===== config.mk =====
export PLATFORM = sky130hd
export DESIGN_NAME = demux_1x4_seq
export DESIGN_NICKNAME = d
export VERILOG_FILES = /design/src/rtl/demux_1x4_seq.sv
export SDC_FILE = /design/constraint.sdc
export NUM_CORES = 1
export LEC_CHECK = 0
export CORE_UTILIZATION = 35
export DETAILED_ROUTE_END_ITERATION = 12
export GPL_ROUTABILITY_DRIVEN = 0
export PLACE_DENSITY = 0.78
export SLEW_MARGIN = 10
export SYNTH_ARGS = -nofsm -noshare
export SYNTH_HDL_FRONTEND = slang
export SYNTH_SLANG_ARGS = --single-unit

===== constraint.sdc =====
create_clock -name clk -period 1.71 [get_ports clk]
set_input_delay 0.2565 -clock clk [delete_from_list [all_inputs] [get_ports clk]]
set_output_delay 0.2565 -clock clk [all_outputs]
set_load 0.1 [all_outputs]

===== src/rtl/demux_1x4_seq.sv =====
// 1-to-4 streaming demultiplexer with a holding register per channel.
// The channel is picked manually via {s2,s1} or by a round-robin pointer that steps on each accepted beat.
module demux_1x4_seq #(
    parameter int WIDTH = 8
) (
    input  logic               clk,
    input  logic               rst,
    input  logic [WIDTH-1:0]   in_data,
    input  logic               in_valid,
    output logic               in_ready,
    input  logic               s1,
    input  logic               s2,
    input  logic               auto_mode,
    output logic [4*WIDTH-1:0] out,
    output logic [3:0]         out_valid,
    input  logic [3:0]         out_ready,
    output logic [1:0]         rr_ptr
);

    logic [4*WIDTH-1:0] out_q, out_d;
    logic [3:0]         out_valid_q, out_valid_d;
    logic [1:0]         rr_ptr_q, rr_ptr_d;
    logic [1:0]         sel;
    logic               accept;

    assign sel      = auto_mode ? rr_ptr_q : {s2, s1};
    // A full channel still takes a beat when its consumer drains on the same edge.
    assign in_ready = ~rst & (~out_valid_q[sel] | out_ready[sel]);
    assign accept   = in_valid & in_ready;

    always_comb begin
        out_d       = out_q;
        out_valid_d = out_valid_q & ~out_ready;
        rr_ptr_d    = rr_ptr_q;
        for (int k = 0; k < 4; k++) begin
            if (accept && (sel == 2'(k))) begin
                out_d[k*WIDTH +: WIDTH] = in_data;
                out_valid_d[k]          = 1'b1;
            end
        end
        if (accept && auto_mode) begin
            rr_ptr_d = rr_ptr_q + 2'd1;
        end
    end

    always_ff @(posedge clk or posedge rst) begin
        if (rst) begin
            out_q       <= '0;
            out_valid_q <= 4'b0000;
            rr_ptr_q    <= 2'b00;
        end else begin
            out_q       <= out_d;
            out_valid_q <= out_valid_d;
            rr_ptr_q    <= rr_ptr_d;
        end
    end

    assign out       = out_q;
    assign out_valid = out_valid_q;
    assign rr_ptr    = rr_ptr_q;

endmodule


==> flow_metrics.py, run 1 <==
metrics = {
    "outcome": {
        "outcome": "complete, but fails checks",
        "violations": "setup timing",
    },
    "job": {
        "drv_cap": 0,
    },
    "clocking": {
        "clkSinkCount": 38,
        "clockRootBuffer": "clkbuf_8",
        "clock_path_buffers": 2,
        "h-tree-depth": 2,
        "path_clk_slew_ns": 0.07,
        "cts_buffers": 5,
        "hold_buffers": 0,
        "clkLatencyLatePin_ns": 0.29,
        "tritoncts": "done",
    },
    "floorplan": {
        "die_h_um": 68.80,
        "die_x_um": 68.80,
        "dieArea_um2": 4733,
        "initial_core_util": 0.3768,
        "fp-row-count": 23,
        "core_area_um2": 4144,
        "io_pins": 57,
    },
    "yosys": {
        "ys_seq_area_frac": 0.6090,
        "synth_top_area_frac": 0.6090,
        "synth_area_um2": 1561,
        "synth_area_leaders": "dfrtp_1 61%, mux2_2 24%, mux2i_2 1.8%",
        "avgSynthCellArea_um2": 15.61,
        "syn_inst": 100,
        "ys_seq_elements": 38,
        "synth_warnings": 0,
        "yosys.cell_types.count": 19,
        "synth_fp_nets": 118,
        "yosysTopAreaCell": "dfrtp_1",
    },
    "setup_path": {
        "ff2ff_path_depth": 8,
        "r2r_end": "out[24]",
        "worst_ep_required_time_ns": 1.45,
        "critical_path_class": "flip-flop to primary output",
        "start_kind": "flip-flop",
        "slowest_stage": "dfrtp_4",
        "cpLargestDelayFamily": "multiplexers",
        "crit_start": "rr_ptr[1]",
        "rrSetupSlack_ns": -0.20,
        "crit_buf_inv": 1,
        "crit_end": "in_ready",
        "max_stage_delay_ns": 0.48,
        "cp.arrival_ns": 1.70,
        "end_kind": "primary output",
        "crit_chain": "mux2i_4, mux2_4, o22ai_4, buf_12",
        "crit_cells": 4,
        "r2r_start": "rr_ptr[1]",
        "cp_max_fo": 4,
    },
    "cells_and_area": {
        "drive_gt1_frac": 0.6222,
        "nets": 198,
        "stdcell_area_um2": 2962,
        "antenna_cells": 0,
        "fillers": 279,
        "areaGrowthSynthToFinish_pct": 89.66,
    },
    "timing": {
        "tightest_slew_ns": 0.4761,
        "hold_slack_ns": 0.2279,
        "rsz0062_at_grt": "yes",
        "period_minus_slack_ns": 1.958,
        "period_share": 1.145,
        "fmax_mhz": 510.7,
        "final_max_slew_viol_count": 0,
        "setup_ws_ns": -0.2482,
        "maxSlewHeadroom": 0.6826,
        "skew_ns": 0.006722,
        "final-setup-viol-count": 13,
        "hold_violations": 0,
    },
    "global_route": {
        "overflow": 0,
        "grt_max_degree": 39,
        "grt_pass1_wl_um": 6548,
        "grt.total_usage": 0.2025,
        "grt_antenna_before_repair": 0,
        "grt_pass1_vias": 1296,
    },
    "detailed_routing": {
        "drt-pass1-iter-count": 4,
        "wl_per_cell_um": 18.33,
        "first_iter_violations": 24,
        "ant_nets": 0,
        "vias_per_cell": 5.017,
        "finalWirelength_um": 4217,
        "vias": 1154,
        "drc": 0,
    },
    "placement": {
        "port_buffers": 56,
        "pre_cts_slack_ns": -0.4436,
        "place_area_um2": 2806,
        "dp_hpwl_um": 3033,
    },
    "hold_path": {
        "worstHoldPathType": "input pin to asynchronous set/reset pin",
    },
}
cell usage after synthesis:
master / number
mux2i_1: 2
mux2_2: 33
dfrtp_1: 38
o21ai_0: 1
nor3b_1: 2
nand4b_1: 2
inv_1: 1
nand4_1: 1
nor2b_1: 3
or2_2: 3
nor4b_4: 1
o211a_1: 1
a21o_1: 1
nand2b_1: 3
o31ai_1: 1
nand2_1: 3
mux2i_2: 2
nor4_4: 1
o22ai_1: 1
sequential cells by signal, summed over array words and instances (netlist names):
name	flops
out	32
rr_ptr	2
out_valid	4
per-layer routing:
layer	wire [µm]	share of wire	vias up	global-route usage
li1	-	-	526	-
met1	1562	0.37	577	0.2238
met2	2208	0.52	47	0.3395
met3	407	0.097	4	0.09375
met4	38	0.0090	0	0.07653
met5	0	0	-	0
layout by cell type, fill, tap and decap left out:
master / instances
dfrtp_1: 32
clkbuf_16: 1
o31ai_1: 1
mux2i_1: 1
buf_12: 41
clkbuf_8: 6
clkinvlp_4: 1
nor2b_1: 3
clkbuf_1: 1
nand4b_1: 2
buf_6: 2
dfrtp_4: 2
nor4_4: 1
mux2_4: 17
mux2_2: 16
nor3b_1: 2
nand2_1: 3
nand2b_1: 2
nor4b_4: 1
nand2b_4: 1
dlygate4sd2_1: 2
buf_4: 12
o22ai_4: 1
o21ai_0: 1
mux2i_4: 2
or2_2: 3
clkdlybuf4s50_1: 14
nand4_1: 1
dlymetal6s2s_1: 1
dfrtp_2: 4
mux2i_2: 1
a21o_1: 1
o211a_1: 1
through the flow:
step	TNS, ns	cells	utilization
finish	-1.442	230	0.7147
global route	-2.636	230	0.7147
CTS	-0.2703	228	0.7126
detailed placement	-14.19	217	0.6772
global placement	-12.85	217	0.6772
floorplan	-5.073	100	-
kinds of logic after synthesis:
group                  share of synthesized area
flip-flops                                0.6090
multiplexers                              0.2684
AND/OR/NAND/NOR                          0.09696
AO/OA/AOI/OAI                            0.02324
buffers and inverters                   0.002402
worst min-delay path by stage:
| stage | start | endpoint | slack, ns | cells after the start |
|---|---|---|---|---|
| global route | rst | out[25] | 0.27 | 3 |
| floorplan | rst | out[0] | 0.23 | 1 |
| CTS | rst | rr_ptr[0] | 0.56 | 3 |
| finish | rst | out_valid[1] | 0.23 | 3 |
| detailed placement | out[7] | out[7] | 0.56 | 1 |
| global placement | out[23] | out[23] | 0.55 | 1 |
worst register-to-register path: stages (launching register included):
cell and delay, ns:
dfrtp_4 0.42, mux2i_4 0.09, buf_4 0.15, buf_6 0.11
buf_4 0.13, nor4_4 0.30, buf_4 0.17, clkbuf_16 0.13
mux2_4 0.29
what timing repair did:
item	in CTS	in global routing
pin swaps	2	2
gates cloned	1	0
endpoints found under the setup margin	34	9
resized for setup	4	5
buffers inserted	3	3
layout make-up:
type,instances,area [µm²],share of cell area
clock buffer,7,86.33,0.02915
sequential,38,963.4,0.3253
timing repair buffer,73,1129,0.3811
inverter,1,7.507,0.002535
tap,50,62.56,0.02112
multi-input combinational,61,713.2,0.2408
Power of run 1 is not shown: default switching activity piles up to over one toggle a cycle in this logic, so the estimate is an artifact.
==> inputs of run 2 (changes only) <==
--- a/config.mk
+++ b/config.mk
@@ -9,6 +9,8 @@
 export DETAILED_ROUTE_END_ITERATION = 12
 export GPL_ROUTABILITY_DRIVEN = 0
 export PLACE_DENSITY = 0.78
+export RECOVER_POWER = 25
+export SKIP_CTS_REPAIR_TIMING = 1
 export SLEW_MARGIN = 10
 export SYNTH_ARGS = -nofsm -noshare
 export SYNTH_HDL_FRONTEND = slang
==> run 2 against run 1 <==
  * The run still ends with setup timing left
  * Sequential share of layout area fell by 0.12 points
  * Critical path depth did not move
  * Wire length rose by 0.45%
  * Clock skew rose by 0.0014 ns
  * Die area did not move
  * Setup slack improved by 0.047 ns
  * Via count fell by 1.6%
  * Final cell count did not move
  * Global-route usage fell by 0.57 points
  * Non-clock buffer count did not move
  * Utilization rose by 0.27 points
  * Cell area rose by 0.38%
  * Largest cell class unchanged
  * Highest routed layer unchanged
==> flow_metrics.py, run 2 (same netlist as run 1, synthesis figures left out) <==
metrics = {
    "outcome": {
        "outcome": "complete, but fails checks",
        "violations": "setup timing",
    },
    "setup_path": {
        "r2r_start": "rr_ptr[1]",
        "worst_ep_required_time_ns": 1.45,
        "end_kind": "primary output",
        "crit_start": "rr_ptr[1]",
        "cp.arrival_ns": 1.65,
        "start_kind": "flip-flop",
        "rrSetupSlack_ns": -0.03,
        "critical_path_class": "flip-flop to primary output",
        "cp_max_fo": 2,
    },
    "detailed_routing": {
        "drt-pass1-iter-count": 4,
        "vias_per_cell": 4.939,
        "wl_per_cell_um": 18.42,
        "first_iter_violations": 23,
        "vias": 1136,
        "finalWirelength_um": 4236,
        "drc": 0,
        "ant_nets": 0,
    },
    "timing": {
        "maxSlewHeadroom": 0.3752,
        "hold_violations": 0,
        "tightest_slew_ns": 0.9372,
        "fmax_mhz": 523.2,
        "skew_ns": 0.008089,
        "hold_slack_ns": 0.5722,
        "final-setup-viol-count": 18,
        "final_max_slew_viol_count": 0,
        "period_share": 1.118,
        "period_minus_slack_ns": 1.911,
        "setup_ws_ns": -0.2011,
        "rsz0062_at_grt": "yes",
    },
    "cells_and_area": {
        "final_cell_count_no_fill": 230,
        "antenna_cells": 0,
        "fillers": 270,
        "areaGrowthSynthToFinish_pct": 90.38,
        "nets": 198,
        "largest_reg_flops": 32,
        "drive_gt1_frac": 0.6167,
        "final_common_cell": "buf_12",
        "final_cell_mix": "42 x buf_12, 32 x dfrtp_1, 17 x mux2_4, 16 x mux2_2, 14 x clkdlybuf4s50_1",
    },
    "hold_path": {
        "hold_path.startpoint": "auto_mode",
        "worstHoldPathType": "input pin to flip-flop",
    },
    "global_route": {
        "top_usage_layer": "met2",
        "grt_pass1_vias": 1249,
        "grt_pass1_wl_um": 6396,
        "grtUsageMet1": 0.2214,
        "grt_antenna_before_repair": 0,
        "use_met2": 0.3248,
        "use_met3": 0.09211,
        "overflow": 0,
        "grt_max_degree": 39,
        "grt.total_usage": 0.1968,
    },
    "floorplan": {
        "die_x_um": 68.80,
        "fp-row-count": 23,
        "die_h_um": 68.80,
        "io_pins": 57,
        "core_area_um2": 4144,
        "initial_core_util": 0.3768,
        "dieArea_um2": 4733,
    },
    "clocking": {
        "tritoncts": "done",
        "clkSinkCount": 38,
        "clkLatencyLatePin_ns": 0.29,
        "path_clk_slew_ns": 0.07,
        "clock_path_buffers": 2,
        "cts_buffers": 5,
        "h-tree-depth": 2,
        "clockRootBuffer": "clkbuf_8",
    },
    "job": {
        "drv_cap": 0,
    },
    "placement": {
        "dp_hpwl_um": 3033,
        "port_buffers": 56,
        "dp.cells": 217,
    },
}
run 2: metal layers:
layer,wire length [µm],vias up,share of wire
met5,0,-,0
met4,55,0,0.013
met3,381,5,0.090
met2,2187,45,0.52
met1,1612,564,0.38
li1,-,522,-
run 2: layout make-up:
type / count / area, µm² / area share
clock buffers: 7 / 86.33 / 0.02904
inverters: 1 / 7.507 / 0.002525
multi-input cells: 61 / 709.4 / 0.2386
flip-flops and latches: 38 / 963.4 / 0.3241
well taps: 50 / 62.56 / 0.02104
repair buffers: 73 / 1144 / 0.3847
run 2: critical path, stage by stage, from the launching register on:
cell and delay, ns:
dfrtp_4 0.48, mux2i_4 0.17, mux2_4 0.34, o22ai_4 0.17, buf_12 0.19
run 2: through the flow:
stage	worst slack, ns	instance area (µm²)	TNS, ns	util
final	-0.2011	2973	-0.8706	0.7174
after global routing	-0.2559	2973	-1.647	0.7174
after CTS	-0.4549	2893	-3.462	0.6981
after detailed placement	-0.4436	2806	-14.19	0.6772
after global placement	-0.3893	2806	-12.85	0.6772
after floorplan	-0.3899	1673	-5.073	-
run 2: path summary, 6_finish.rpt:
check | endpoint | cells after the start
hold reg to reg | out[7] | 1
setup / recovery | in_ready | 4
setup reg to reg | out[24] | 8
hold / removal | rr_ptr[0] | 4
min in group asynchronous | out_valid[1] | 3
max in group asynchronous | rr_ptr[1] | 3
Power of run 2 is left out for the same reason.
==> inputs of run 3 (changes only) <==
--- a/config.mk
+++ b/config.mk
@@ -5,10 +5,13 @@
 export SDC_FILE = /design/constraint.sdc
 export NUM_CORES = 1
 export LEC_CHECK = 0
-export CORE_UTILIZATION = 35
+export CELL_PAD_IN_SITES_DETAIL_PLACEMENT = 1
+export CELL_PAD_IN_SITES_GLOBAL_PLACEMENT = 2
+export CORE_UTILIZATION = 26
 export DETAILED_ROUTE_END_ITERATION = 12
 export GPL_ROUTABILITY_DRIVEN = 0
-export PLACE_DENSITY = 0.78
+export HOLD_SLACK_MARGIN = 0.08
+export PLACE_DENSITY = 0.84
 export RECOVER_POWER = 25
 export SKIP_CTS_REPAIR_TIMING = 1
 export SLEW_MARGIN = 10
==> run 3 against run 2 <==
  * The flow still finishes with violations (setup timing)
  * Sequential share of layout area fell by 0.15 points
  * Critical path depth did not move
  * Fmax shrank 2.0%
  * First-iteration DRC count fell by 13%
  * Register-to-register slack about the same
  * Global-route usage down 3.9 points
  * Clock skew grew 0.0036 ns
  * Largest cell class unchanged
  * Highest routed layer unchanged
==> flow_metrics.py, run 3 (same netlist as run 1, synthesis figures left out) <==
metrics = {
    "outcome": {
        "outcome": "complete, but fails checks",
        "violations": "setup timing",
    },
    "global_route": {
        "grt_pass1_wl_um": 7334,
        "grt.total_usage": 0.1582,
        "grt_max_degree": 39,
        "overflow": 0,
        "grt_antenna_before_repair": 0,
        "grt_pass1_vias": 1310,
    },
    "job": {
        "drv_cap": 0,
    },
    "clocking": {
        "clock_path_buffers": 2,
        "path_clk_slew_ns": 0.08,
        "clkLatencyLatePin_ns": 0.30,
        "clockRootBuffer": "clkbuf_8",
        "clkSinkCount": 38,
        "tritoncts": "done",
        "cts_buffers": 5,
        "h-tree-depth": 2,
    },
    "timing": {
        "hold_slack_ns": 0.3438,
        "finalSetupTns_ns": -0.3212,
        "tightest_slew_ns": 0.9391,
        "final-setup-viol-count": 8,
        "hold_violations": 0,
        "final_max_slew_viol_count": 0,
        "period_minus_slack_ns": 1.950,
        "fmax_mhz": 512.8,
        "maxSlewHeadroom": 0.3739,
        "skew_ns": 0.01171,
        "period_share": 1.140,
        "rsz0062_at_grt": "yes",
        "setup_ws_ns": -0.2401,
    },
    "setup_path": {
        "critical_path_class": "flip-flop to primary output",
        "cp.arrival_ns": 1.69,
        "crit_start": "rr_ptr[1]",
        "end_kind": "primary output",
        "start_kind": "flip-flop",
        "cp_max_fo": 3,
        "r2r_start": "rr_ptr[1]",
        "worst_ep_required_time_ns": 1.45,
        "rrSetupSlack_ns": -0.03,
    },
    "cells_and_area": {
        "fillers": 562,
        "antenna_cells": 0,
        "final_common_cell": "buf_12",
        "final_cell_mix": "40 x buf_12, 32 x dfrtp_1, 17 x mux2_4, 16 x mux2_2, 14 x clkdlybuf4s50_1",
        "nets": 197,
        "largest_reg_flops": 32,
        "drive_gt1_frac": 0.6222,
        "areaGrowthSynthToFinish_pct": 91.27,
    },
    "detailed_routing": {
        "finalWirelength_um": 4482,
        "wl_per_cell_um": 17.79,
        "ant_nets": 0,
        "vias": 1134,
        "drc": 0,
        "first_iter_violations": 20,
        "vias_per_cell": 4.500,
        "drt-pass1-iter-count": 4,
    },
    "floorplan": {
        "die_x_um": 79.50,
        "fp-row-count": 27,
        "core_area_um2": 5642,
        "initial_core_util": 0.2768,
        "die_h_um": 79.50,
        "dieArea_um2": 6319,
        "io_pins": 57,
    },
    "hold_path": {
        "worstHoldPathType": "input pin to asynchronous set/reset pin",
    },
    "placement": {
        "port_buffers": 56,
        "pre_cts_slack_ns": -0.4834,
        "dp_hpwl_um": 3443,
    },
}
==> run 3: final cells by class <==
cell class / instances / area [µm²] / share of cell area
Multi-Input combinational cell: 61 / 704.4 / 0.2359
Clock buffer: 5 / 68.82 / 0.02304
Timing Repair Buffer: 72 / 1084 / 0.3628
Tap cell: 72 / 90.09 / 0.03016
Clock inverter: 3 / 68.82 / 0.02304
Inverter: 1 / 7.507 / 0.002514
Sequential cell: 38 / 963.4 / 0.3226
==> run 3: critical path: stages, from the launching register on <==
cell and delay (ns):
dfrtp_4 0.49, mux2i_4 0.19, mux2_4 0.35, o22ai_4 0.17, buf_12 0.19
==> run 3: through the flow <==
step | area, µm² | cells | utilization
final | 2987 | 252 | 0.5294
after global routing | 2987 | 252 | 0.5294
after detailed placement | 2839 | 243 | 0.5032
after CTS | 2977 | 251 | 0.5276
after floorplan | 1673 | 100 | -
after global placement | 2839 | 243 | 0.5032
==> run 3: metal layers <==
metal / vias to the layer above / share of wire / GRT usage
li1: 523 / - / -
met1: 570 / 0.41 / 0.1775
met2: 35 / 0.52 / 0.2829
met3: 6 / 0.057 / 0.05257
met4: 0 / 0.012 / 0.04364
met5: - / 0 / 0
==> run 3: final timing paths <==
path	end	depth (start not counted)
max	in_ready	4
min	out_valid[1]	3
max reg2reg	out[12]	5
min reg2reg	out[7]	1
max in group asynchronous	rr_ptr[1]	3
min in group clk	rr_ptr[1]	3
Power of run 3 is left out for the same reason.
